## config.mk

```make
export PLATFORM = sky130hd
export DESIGN_NAME = ca_row_generator
export DESIGN_NICKNAME = d
export VERILOG_FILES = /design/src/rtl/ca_pkg.sv /design/src/rtl/ca_rule_row.sv /design/src/rtl/ca_row_generator.sv
export SDC_FILE = /design/constraint.sdc
export NUM_CORES = 2
export LEC_CHECK = 0
export CORE_MARGIN = 3
export CORE_UTILIZATION = 35
export CTS_CLUSTER_SIZE = 10
export DETAILED_ROUTE_END_ITERATION = 8
export PLACE_DENSITY = 0.52
export SYNTH_ARGS = -nofsm -noshare
export SYNTH_HDL_FRONTEND = slang
export SYNTH_SLANG_ARGS = --single-unit
export TNS_END_PERCENT = 20
```

## constraint.sdc

```tcl
create_clock -name clk -period 3.92 [get_ports clk]
set_input_delay 0.392 -clock clk [delete_from_list [all_inputs] [get_ports clk]]
set_output_delay 0.392 -clock clk [all_outputs]
set_load 0.01 [all_outputs]
```

## src/rtl/ca_pkg.sv

```systemverilog
// ============================================================================
//  Module      : ca_pkg
//  Description : Shared constants and types for the 1-D cellular-automaton
//                row generator: screen geometry, FSM state encoding and the
//                seed LFSR definition.
//  Revision    : 1.0 - initial release
// ============================================================================
`default_nettype none

package ca_pkg;

    // Default screen geometry (one cell per pixel, 1-bit frame buffer)
    localparam int WIDTH    = 640;
    localparam int HEIGHT   = 480;
    localparam int CENTER   = WIDTH / 2;
    localparam int FB_DEPTH = WIDTH * HEIGHT;

    // Generator FSM states
    typedef enum logic [2:0] {
        S_CLEAR = 3'd0,
        S_SEED  = 3'd1,
        S_IDLE  = 3'd2,
        S_GEN   = 3'd3,
        S_WRITE = 3'd4
    } state_t;

    // Random-seed LFSR: shift left, feedback into bit 0
    localparam logic [31:0] LFSR_RESET = 32'h0000_0001;
    localparam int          LFSR_TAP_A = 31;
    localparam int          LFSR_TAP_B = 21;
    localparam int          LFSR_TAP_C = 1;
    localparam int          LFSR_TAP_D = 0;

endpackage : ca_pkg

`default_nettype wire

```

## src/rtl/ca_rule_row.sv

```systemverilog
// ============================================================================
//  Module      : ca_rule_row
//  Description : Combinational next-generation computation for a full row of
//                an elementary (Wolfram) cellular automaton. Neighbourhoods
//                wrap around the row ends (toroidal).
//  Ports       : i_cur_gen  - current generation, bit x = column x
//                i_rule     - 8-bit Wolfram rule number
//                o_next_gen - next generation, bit x = column x
//  Revision    : 1.0 - initial release
// ============================================================================
`default_nettype none

module ca_rule_row #(
    parameter int WIDTH = 640
) (
    input  logic [WIDTH-1:0] i_cur_gen,
    input  logic [7:0]       i_rule,
    output logic [WIDTH-1:0] o_next_gen
);

    for (genvar x = 0; x < WIDTH; x++) begin : g_cell
        localparam int c_left  = (x == 0)         ? WIDTH - 1 : x - 1;
        localparam int c_right = (x == WIDTH - 1) ? 0         : x + 1;

        // Left neighbour is the MSB of the rule index
        assign o_next_gen[x] = i_rule[{i_cur_gen[c_left], i_cur_gen[x], i_cur_gen[c_right]}];
    end : g_cell

endmodule : ca_rule_row

`default_nettype wire

```

## src/rtl/ca_row_generator.sv

```systemverilog
// ============================================================================
//  Module      : ca_row_generator
//  Description : 1-D cellular-automaton engine driving port A of a 1-bit
//                frame buffer. Clears the buffer, writes a seed row, then on
//                each request computes the next generation and streams it,
//                one pixel per cycle, into the next screen row.
//  Ports       : clk, reset     - clock, synchronous active-high reset
//                rule           - Wolfram rule, used in the compute cycle
//                seed_mode      - 0 centre cell, 1 LFSR random row
//                step           - rising edge requests one generation
//                run            - level, request whenever idle
//                restart        - pulse, abort and re-clear
//                mem_addr/data/we - frame-buffer port A write port
//                busy           - low only when idle
//                row            - screen row of last written generation
//                gen_count      - generations since last clear
//  Revision    : 1.0 - initial release
// ============================================================================
`default_nettype none

module ca_row_generator #(
    parameter int WIDTH  = ca_pkg::WIDTH,
    parameter int HEIGHT = ca_pkg::HEIGHT,
    parameter int ADDR_W = 19
) (
    input  logic              clk,
    input  logic              reset,
    input  logic [7:0]        rule,
    input  logic              seed_mode,
    input  logic              step,
    input  logic              run,
    input  logic              restart,
    output logic [ADDR_W-1:0] mem_addr,
    output logic              mem_data,
    output logic              mem_we,
    output logic              busy,
    output logic [8:0]        row,
    output logic [15:0]       gen_count
);

    import ca_pkg::*;

    localparam int                c_col_w     = (WIDTH > 1) ? $clog2(WIDTH) : 1;
    localparam int                c_center    = WIDTH / 2;
    localparam int                c_fb_depth  = WIDTH * HEIGHT;
    localparam logic [ADDR_W-1:0] c_last_addr = ADDR_W'(c_fb_depth - 1);
    localparam logic [ADDR_W-1:0] c_last_base = ADDR_W'(c_fb_depth - WIDTH);
    localparam logic [ADDR_W-1:0] c_width_a   = ADDR_W'(WIDTH);
    localparam logic [ADDR_W-1:0] c_last_col  = ADDR_W'(WIDTH - 1);
    localparam logic [8:0]        c_last_row  = 9'(HEIGHT - 1);

    state_t              r_state;
    state_t              w_state_nxt;
    logic [ADDR_W-1:0]   r_cnt;        // clear address / column counter
    logic [ADDR_W-1:0]   r_row_base;
    logic [WIDTH-1:0]    r_cur_gen;
    logic [31:0]         r_lfsr;
    logic                r_step_prev;
    logic                r_seed_mode;

    logic [WIDTH-1:0]    w_next_gen;
    logic                w_request;
    logic [c_col_w-1:0]  w_col;
    logic [c_col_w-1:0]  w_col_nxt;
    logic                w_seed_bit;
    logic                w_lfsr_fb;
    logic [ADDR_W-1:0]   w_base_nxt;

    ca_rule_row #(
        .WIDTH (WIDTH)
    ) u_rule_row (
        .i_cur_gen  (r_cur_gen),
        .i_rule     (rule),
        .o_next_gen (w_next_gen)
    );

    assign w_request  = (step & ~r_step_prev) | run;
    assign w_col      = r_cnt[c_col_w-1:0];
    assign w_col_nxt  = w_col + c_col_w'(1);
    assign w_lfsr_fb  = r_lfsr[LFSR_TAP_A] ^ r_lfsr[LFSR_TAP_B] ^
                        r_lfsr[LFSR_TAP_C] ^ r_lfsr[LFSR_TAP_D];
    assign w_seed_bit = r_seed_mode ? r_lfsr[0] : (w_col == c_col_w'(c_center));
    // Row base advances by add/wrap rather than row*WIDTH
    assign w_base_nxt = (r_row_base == c_last_base) ? '0 : r_row_base + c_width_a;

    // ------------------------------------------------------------------
    // State register
    // ------------------------------------------------------------------
    always_ff @(posedge clk) begin
        if (reset) begin
            r_state <= S_CLEAR;
        end else begin
            r_state <= w_state_nxt;
        end
    end

    // ------------------------------------------------------------------
    // Next-state logic
    // ------------------------------------------------------------------
    always_comb begin
        w_state_nxt = r_state;
        if (restart) begin
            w_state_nxt = S_CLEAR;
        end else begin
            case (r_state)
                S_CLEAR: if (r_cnt == c_last_addr) w_state_nxt = S_SEED;
                S_SEED:  if (r_cnt == c_last_col)  w_state_nxt = S_IDLE;
                S_IDLE:  if (w_request)            w_state_nxt = S_GEN;
                S_GEN:                             w_state_nxt = S_WRITE;
                S_WRITE: if (r_cnt == c_last_col)  w_state_nxt = S_IDLE;
                default:                           w_state_nxt = S_CLEAR;
            endcase
        end
    end

    // ------------------------------------------------------------------
    // Datapath and registered write port. In CLEAR/SEED the write for
    // r_cnt is issued one cycle after the state sees it; in GEN/WRITE the
    // outputs are prepared one cycle ahead so the first pixel lands in the
    // first WRITE cycle.
    // ------------------------------------------------------------------
    always_ff @(posedge clk) begin
        if (reset) begin
            mem_addr    <= '0;
            mem_data    <= 1'b0;
            mem_we      <= 1'b0;
            busy        <= 1'b1;
            row         <= '0;
            gen_count   <= '0;
            r_cnt       <= '0;
            r_row_base  <= '0;
            r_cur_gen   <= '0;
            r_lfsr      <= LFSR_RESET;
            r_step_prev <= 1'b0;
            r_seed_mode <= 1'b0;
        end else begin
            // Edge detector keeps tracking while busy so a held level never retriggers
            r_step_prev <= step;

            if (restart) begin
                // Present the first clear write immediately
                mem_we     <= 1'b1;
                mem_addr   <= '0;
                mem_data   <= 1'b0;
                busy       <= 1'b1;
                r_cnt      <= ADDR_W'(1);
                row        <= '0;
                gen_count  <= '0;
                r_row_base <= '0;
                r_lfsr     <= LFSR_RESET;
            end else begin
                case (r_state)
                    S_CLEAR: begin
                        mem_we   <= 1'b1;
                        mem_addr <= r_cnt;
                        mem_data <= 1'b0;
                        busy     <= 1'b1;
                        if (r_cnt == c_last_addr) begin
                            r_cnt       <= '0;
                            r_seed_mode <= seed_mode;
                        end else begin
                            r_cnt <= r_cnt + ADDR_W'(1);
                        end
                    end

                    S_SEED: begin
                        mem_we           <= 1'b1;
                        mem_addr         <= r_cnt;
                        mem_data         <= w_seed_bit;
                        busy             <= 1'b1;
                        r_cur_gen[w_col] <= w_seed_bit;
                        if (r_seed_mode) begin
                            r_lfsr <= {r_lfsr[30:0], w_lfsr_fb};
                        end
                        if (r_cnt == c_last_col) begin
                            r_cnt      <= '0;
                            row        <= '0;
                            gen_count  <= '0;
                            r_row_base <= '0;
                        end else begin
                            r_cnt <= r_cnt + ADDR_W'(1);
                        end
                    end

                    S_IDLE: begin
                        mem_we <= 1'b0;
                        busy   <= w_request;
                    end

                    S_GEN: begin
                        r_cur_gen  <= w_next_gen;
                        row        <= (row == c_last_row) ? '0 : row + 9'd1;
                        r_row_base <= w_base_nxt;
                        gen_count  <= gen_count + 16'd1;
                        r_cnt      <= '0;
                        mem_we     <= 1'b1;
                        mem_addr   <= w_base_nxt;
                        mem_data   <= w_next_gen[0];
                        busy       <= 1'b1;
                    end

                    S_WRITE: begin
                        if (r_cnt == c_last_col) begin
                            mem_we <= 1'b0;
                            busy   <= 1'b0;
                            r_cnt  <= '0;
                        end else begin
                            mem_we   <= 1'b1;
                            mem_addr <= mem_addr + ADDR_W'(1);
                            mem_data <= r_cur_gen[w_col_nxt];
                            busy     <= 1'b1;
                            r_cnt    <= r_cnt + ADDR_W'(1);
                        end
                    end

                    default: begin
                        mem_we <= 1'b0;
                        busy   <= 1'b1;
                    end
                endcase
            end
        end
    end

endmodule : ca_row_generator

`default_nettype wire

```

==> results.sh <==
export IMPL_status="finished, final reports clean"
export IMPL_grtUsageTotal_pct=26.2
export IMPL_remaining_drc_errors=0
export IMPL_via_count=77500
export IMPL_wl_per_cell_um=30.9
export IMPL_whs_ps=166
export IMPL_cpMaxStageDelayCell="a32oi_1"
export IMPL_cp_arrival_ps=4600
export IMPL_fin_cells=11000
export IMPL_cts_root_buf="clkbuf_16"
export IMPL_gp_congestion=0.895
export IMPL_start_util_pct=35.3
export IMPL_critPathMostFrequentCell="buf_12"
export IMPL_crit_chain="ha_2, xor2_4, buf_12, buf_12, mux4_2, mux2i_1, a32oi_1, nand4_1, a41oi_1, a311oi_1, buf_4, o32ai_1"
export IMPL_cp_top_family="compound AO/OA/AOI/OAI gates"
export IMPL_avgSynthCellArea_um2=9.38
export IMPL_period_needed_ps=3920
export IMPL_grt_ovfl_total=0
export IMPL_worstMarginPinSlew_ps=1290
export IMPL_synth_seq_cells=762
export IMPL_start_kind="flip-flop"
export IMPL_min_from="reset"
export IMPL_cp_max_fo=31
export IMPL_irDropWorstVdd_mv=0.331
export IMPL_place_ws_ps=-42.2
export IMPL_cp_required_ps=4610
export IMPL_worstHoldPathType="input pin to flip-flop"
export IMPL_avgViaCountPerCell=7.05
export IMPL_timing_final_crit_share_pct=99.9
export IMPL_syn_nets=9103
export IMPL_crit_buf_inv=3
export IMPL_switchingPower_mw=6.20
export IMPL_die_height_um=499
export IMPL_post_cts_setup_buffers=0
export IMPL_grt_max_degree=208
export IMPL_cts_hold_buf=0
export IMPL_drive_gt1_share_pct=32.0
export IMPL_hold_violations=0
export IMPL_rsz0062_at_grt="no"
export IMPL_syn_to_final_growth_pct=5.68
export IMPL_syn_cell_area_mm2=0.0852
export IMPL_setup_ws_ps=3.58
export IMPL_numPortBuffers=60
export IMPL_cts_buffers=107
export IMPL_rr_startpoint="r_cnt[0]"
export IMPL_ant_nets=0
export IMPL_path_clk_slew_ps=60
export IMPL_critPathMaxStageDelay_ps=450
export IMPL_die_x_um=499
export IMPL_power_density_mw_per_mm2=237
export IMPL_firstDrtPassIters=6
export IMPL_dp_cells=10800
export IMPL_cts_buffer_depth=3
export IMPL_tritoncts="done"
export IMPL_fin_area_mm2=0.0900
export IMPL_antenna_found_initial=4
export IMPL_cap_violations=0
export IMPL_fillerInstances=23300
export IMPL_setup_violations=0
export IMPL_finClkSkew_ps=43.8
export IMPL_power_frac_seq_pct=36.3
export IMPL_syn_inst=9081
export IMPL_routed_wl_mm=339
export IMPL_fmax_mhz=255
export IMPL_synthArstFlopShare_pct=0
export IMPL_hpwlAfterDp_mm=185
export IMPL_synth_edf_count=0
export IMPL_p_total_mw=21.3
export IMPL_worstSetupEndpointType="flip-flop"
export IMPL_p_comb_share_pct=15.0
export IMPL_synth_seq_area_share_pct=17.9
export IMPL_rows=180
export IMPL_synth_main_ff_cell="dfxtp_1"
export IMPL_core_region_area_mm2=0.241
export IMPL_ios=61
export IMPL_grt_pass1_vias=74500
export IMPL_setup_worst_path_start="r_cnt[0]"
export IMPL_relSlewSlack_pct=13.9
export IMPL_htreeDepth=3
export IMPL_power_leakage_nw=22.5
export IMPL_clk_latency_ps=800
export IMPL_yosysUniqueCellTypes=77
export IMPL_fin_nets=7725
export IMPL_ys_warn_count=0
export IMPL_drtIter0Drc=10100
export IMPL_worstSetupPathType="flip-flop to flip-flop"
export IMPL_grt_pass1_wl_mm=510
export IMPL_slew_violations=0
export IMPL_p_int_mw=15.1
export IMPL_placed_cell_area_mm2=0.0864
export IMPL_clock_sinks=762
export IMPL_die_area_mm2=0.249
export IMPL_clock_power_share_pct=48.7
export IMPL_p_sw_share_pct=29.1
## per-layer routing
| metal | track usage, % | up-vias | routed length (µm) |
|---|---|---|---|
| met2 | 39.6 | 5141 | 153000 |
| li1 | - | 31700 | - |
| met5 | 0 | - | 13 |
| met1 | 35.5 | 39800 | 133000 |
| met3 | 5.76 | 772 | 36700 |
| met4 | 12.6 | 2 | 16700 |
## cell type report
cell class	instances	area [µm²]	area share, %
clock inverters	30	319	0.354
multi-input cells	6462	63100	70.1
clock buffers	164	3250	3.61
repair buffers	361	4050	4.50
diodes	8	20.0	0.0222
flip-flops and latches	762	15300	17.0
well taps	3185	3990	4.43
inverters	9	33.8	0.0375
## layout by cell type, fill, tap and decap left out, types with 6 or more instances in the layout
| cell type | count |
|---|---|
| ha_1 | 6 |
| clkbuf_16 | 108 |
| buf_8 | 9 |
| nor4_1 | 10 |
| nor2_1 | 1516 |
| clkinv_2 | 19 |
| nand3b_1 | 11 |
| clkbuf_8 | 34 |
| xnor2_1 | 13 |
| o21ai_0 | 54 |
| a31oi_1 | 27 |
| nor3_1 | 183 |
| clkdlybuf4s50_1 | 51 |
| mux2_2 | 326 |
| mux2i_1 | 356 |
| buf_12 | 91 |
| inv_1 | 8 |
| xor2_1 | 14 |
| a211oi_2 | 10 |
| a32oi_1 | 26 |
| dfxtp_1 | 760 |
| nand4_1 | 19 |
| a311oi_1 | 11 |
| nand3_1 | 87 |
| mux4_2 | 1419 |
| nor2b_1 | 11 |
| diode_2 | 8 |
| a22oi_1 | 334 |
| clkbuf_1 | 22 |
| a211oi_1 | 467 |
| and3_1 | 23 |
| nor2_4 | 31 |
| a21oi_1 | 879 |
| nand2b_1 | 12 |
| nor2_2 | 15 |
| nor3_4 | 12 |
| buf_4 | 209 |
| and2_1 | 18 |
| o221a_2 | 168 |
| nand2_1 | 308 |
## logic make-up after synthesis
group	count (synthesis)	synth area share (%)
buf+inv	1857	8.46
xor+xnor	30	0.326
simple gates	2292	11.1
mux	2102	46.0
fa+ha+maj	8	0.118
compound gates	2030	16.0
flops	762	17.9
## synth_stat cells (12+ instances only)
cell | count | share of area (%)
a32oi_1 | 26 | 0.27
buf_4 | 28 | 0.25
nor2_1 | 1561 | 6.9
buf_2 | 70 | 0.41
a22oi_1 | 334 | 2.9
clkbuf_1 | 1655 | 7.3
nor3_1 | 187 | 1.1
a31oi_1 | 27 | 0.20
mux2_2 | 326 | 4.3
and2_1 | 18 | 0.13
nand2b_1 | 12 | 0.088
nand4_1 | 19 | 0.14
mux2i_1 | 357 | 4.2
o21ai_0 | 54 | 0.32
nand3_1 | 87 | 0.51
dfxtp_1 | 762 | 18
xor2_1 | 15 | 0.15
a211oi_1 | 467 | 4.1
mux4_2 | 1419 | 38
xnor2_1 | 13 | 0.13
a21oi_1 | 879 | 5.2
buf_1 | 88 | 0.39
o221a_2 | 168 | 2.2
and3_1 | 23 | 0.17
nand2_1 | 310 | 1.4
## state kept, by name, summed over array words and instances (netlist names)
name         flops
r_cur_gen      640
r_lfsr          32
mem_addr        19
r_cnt           19
r_row_base      19
gen_count       16
row              9
r_state          3
busy             1
mem_data         1
mem_we           1
r_seed_mode      1
r_step_prev      1
## stage by stage
step / utilization (%) / TNS, ps
6_report: 37.3 / 0
5_1_grt: 37.3 / 0
4_1_cts: 37.3 / 0
3_5_place_dp: 35.8 / -42.2
3_3_place_gp: 35.8 / 0
2_1_floorplan: - / 0
## worst paths after layout
kind	end	slack, ps	depth (start not counted)
worst max register to register	mem_data	4	12
worst min register to register	r_lfsr[6]	450	2
worst min-delay path	r_step_prev	170	2
worst max-delay path	mem_data	4	12
## worst register-to-register path: cells and delay by family, from the launching register on
kind	cells	cell delay, ps
xor gates and xnor gates	1	330
and+or+nand+nor	1	380
DFF	1	420
buffers and inverters	3	830
muxes	2	420
AOI/OAI and AO/OA	4	1090
adders and majority gates	1	390
## power groups by stage
stage               Combinational (mW)  Clock, mW  Sequential, mW
global placement                  3.09          0            7.92
global route                      3.31       10.8            7.75
detailed placement                3.12          0            7.92
finish                            3.19       10.4            7.75
CTS                               3.13       10.5            7.75
floorplan                         2.24          0            7.92
## timing repair
item | in CTS | in global routing
hold endpoints to repair | 0 | 0
pin swaps | 0 | 0
setup endpoints to repair | 1 | 1
resized for setup | 2 | 1
Note: power is estimated with default switching activity, not from simulation.
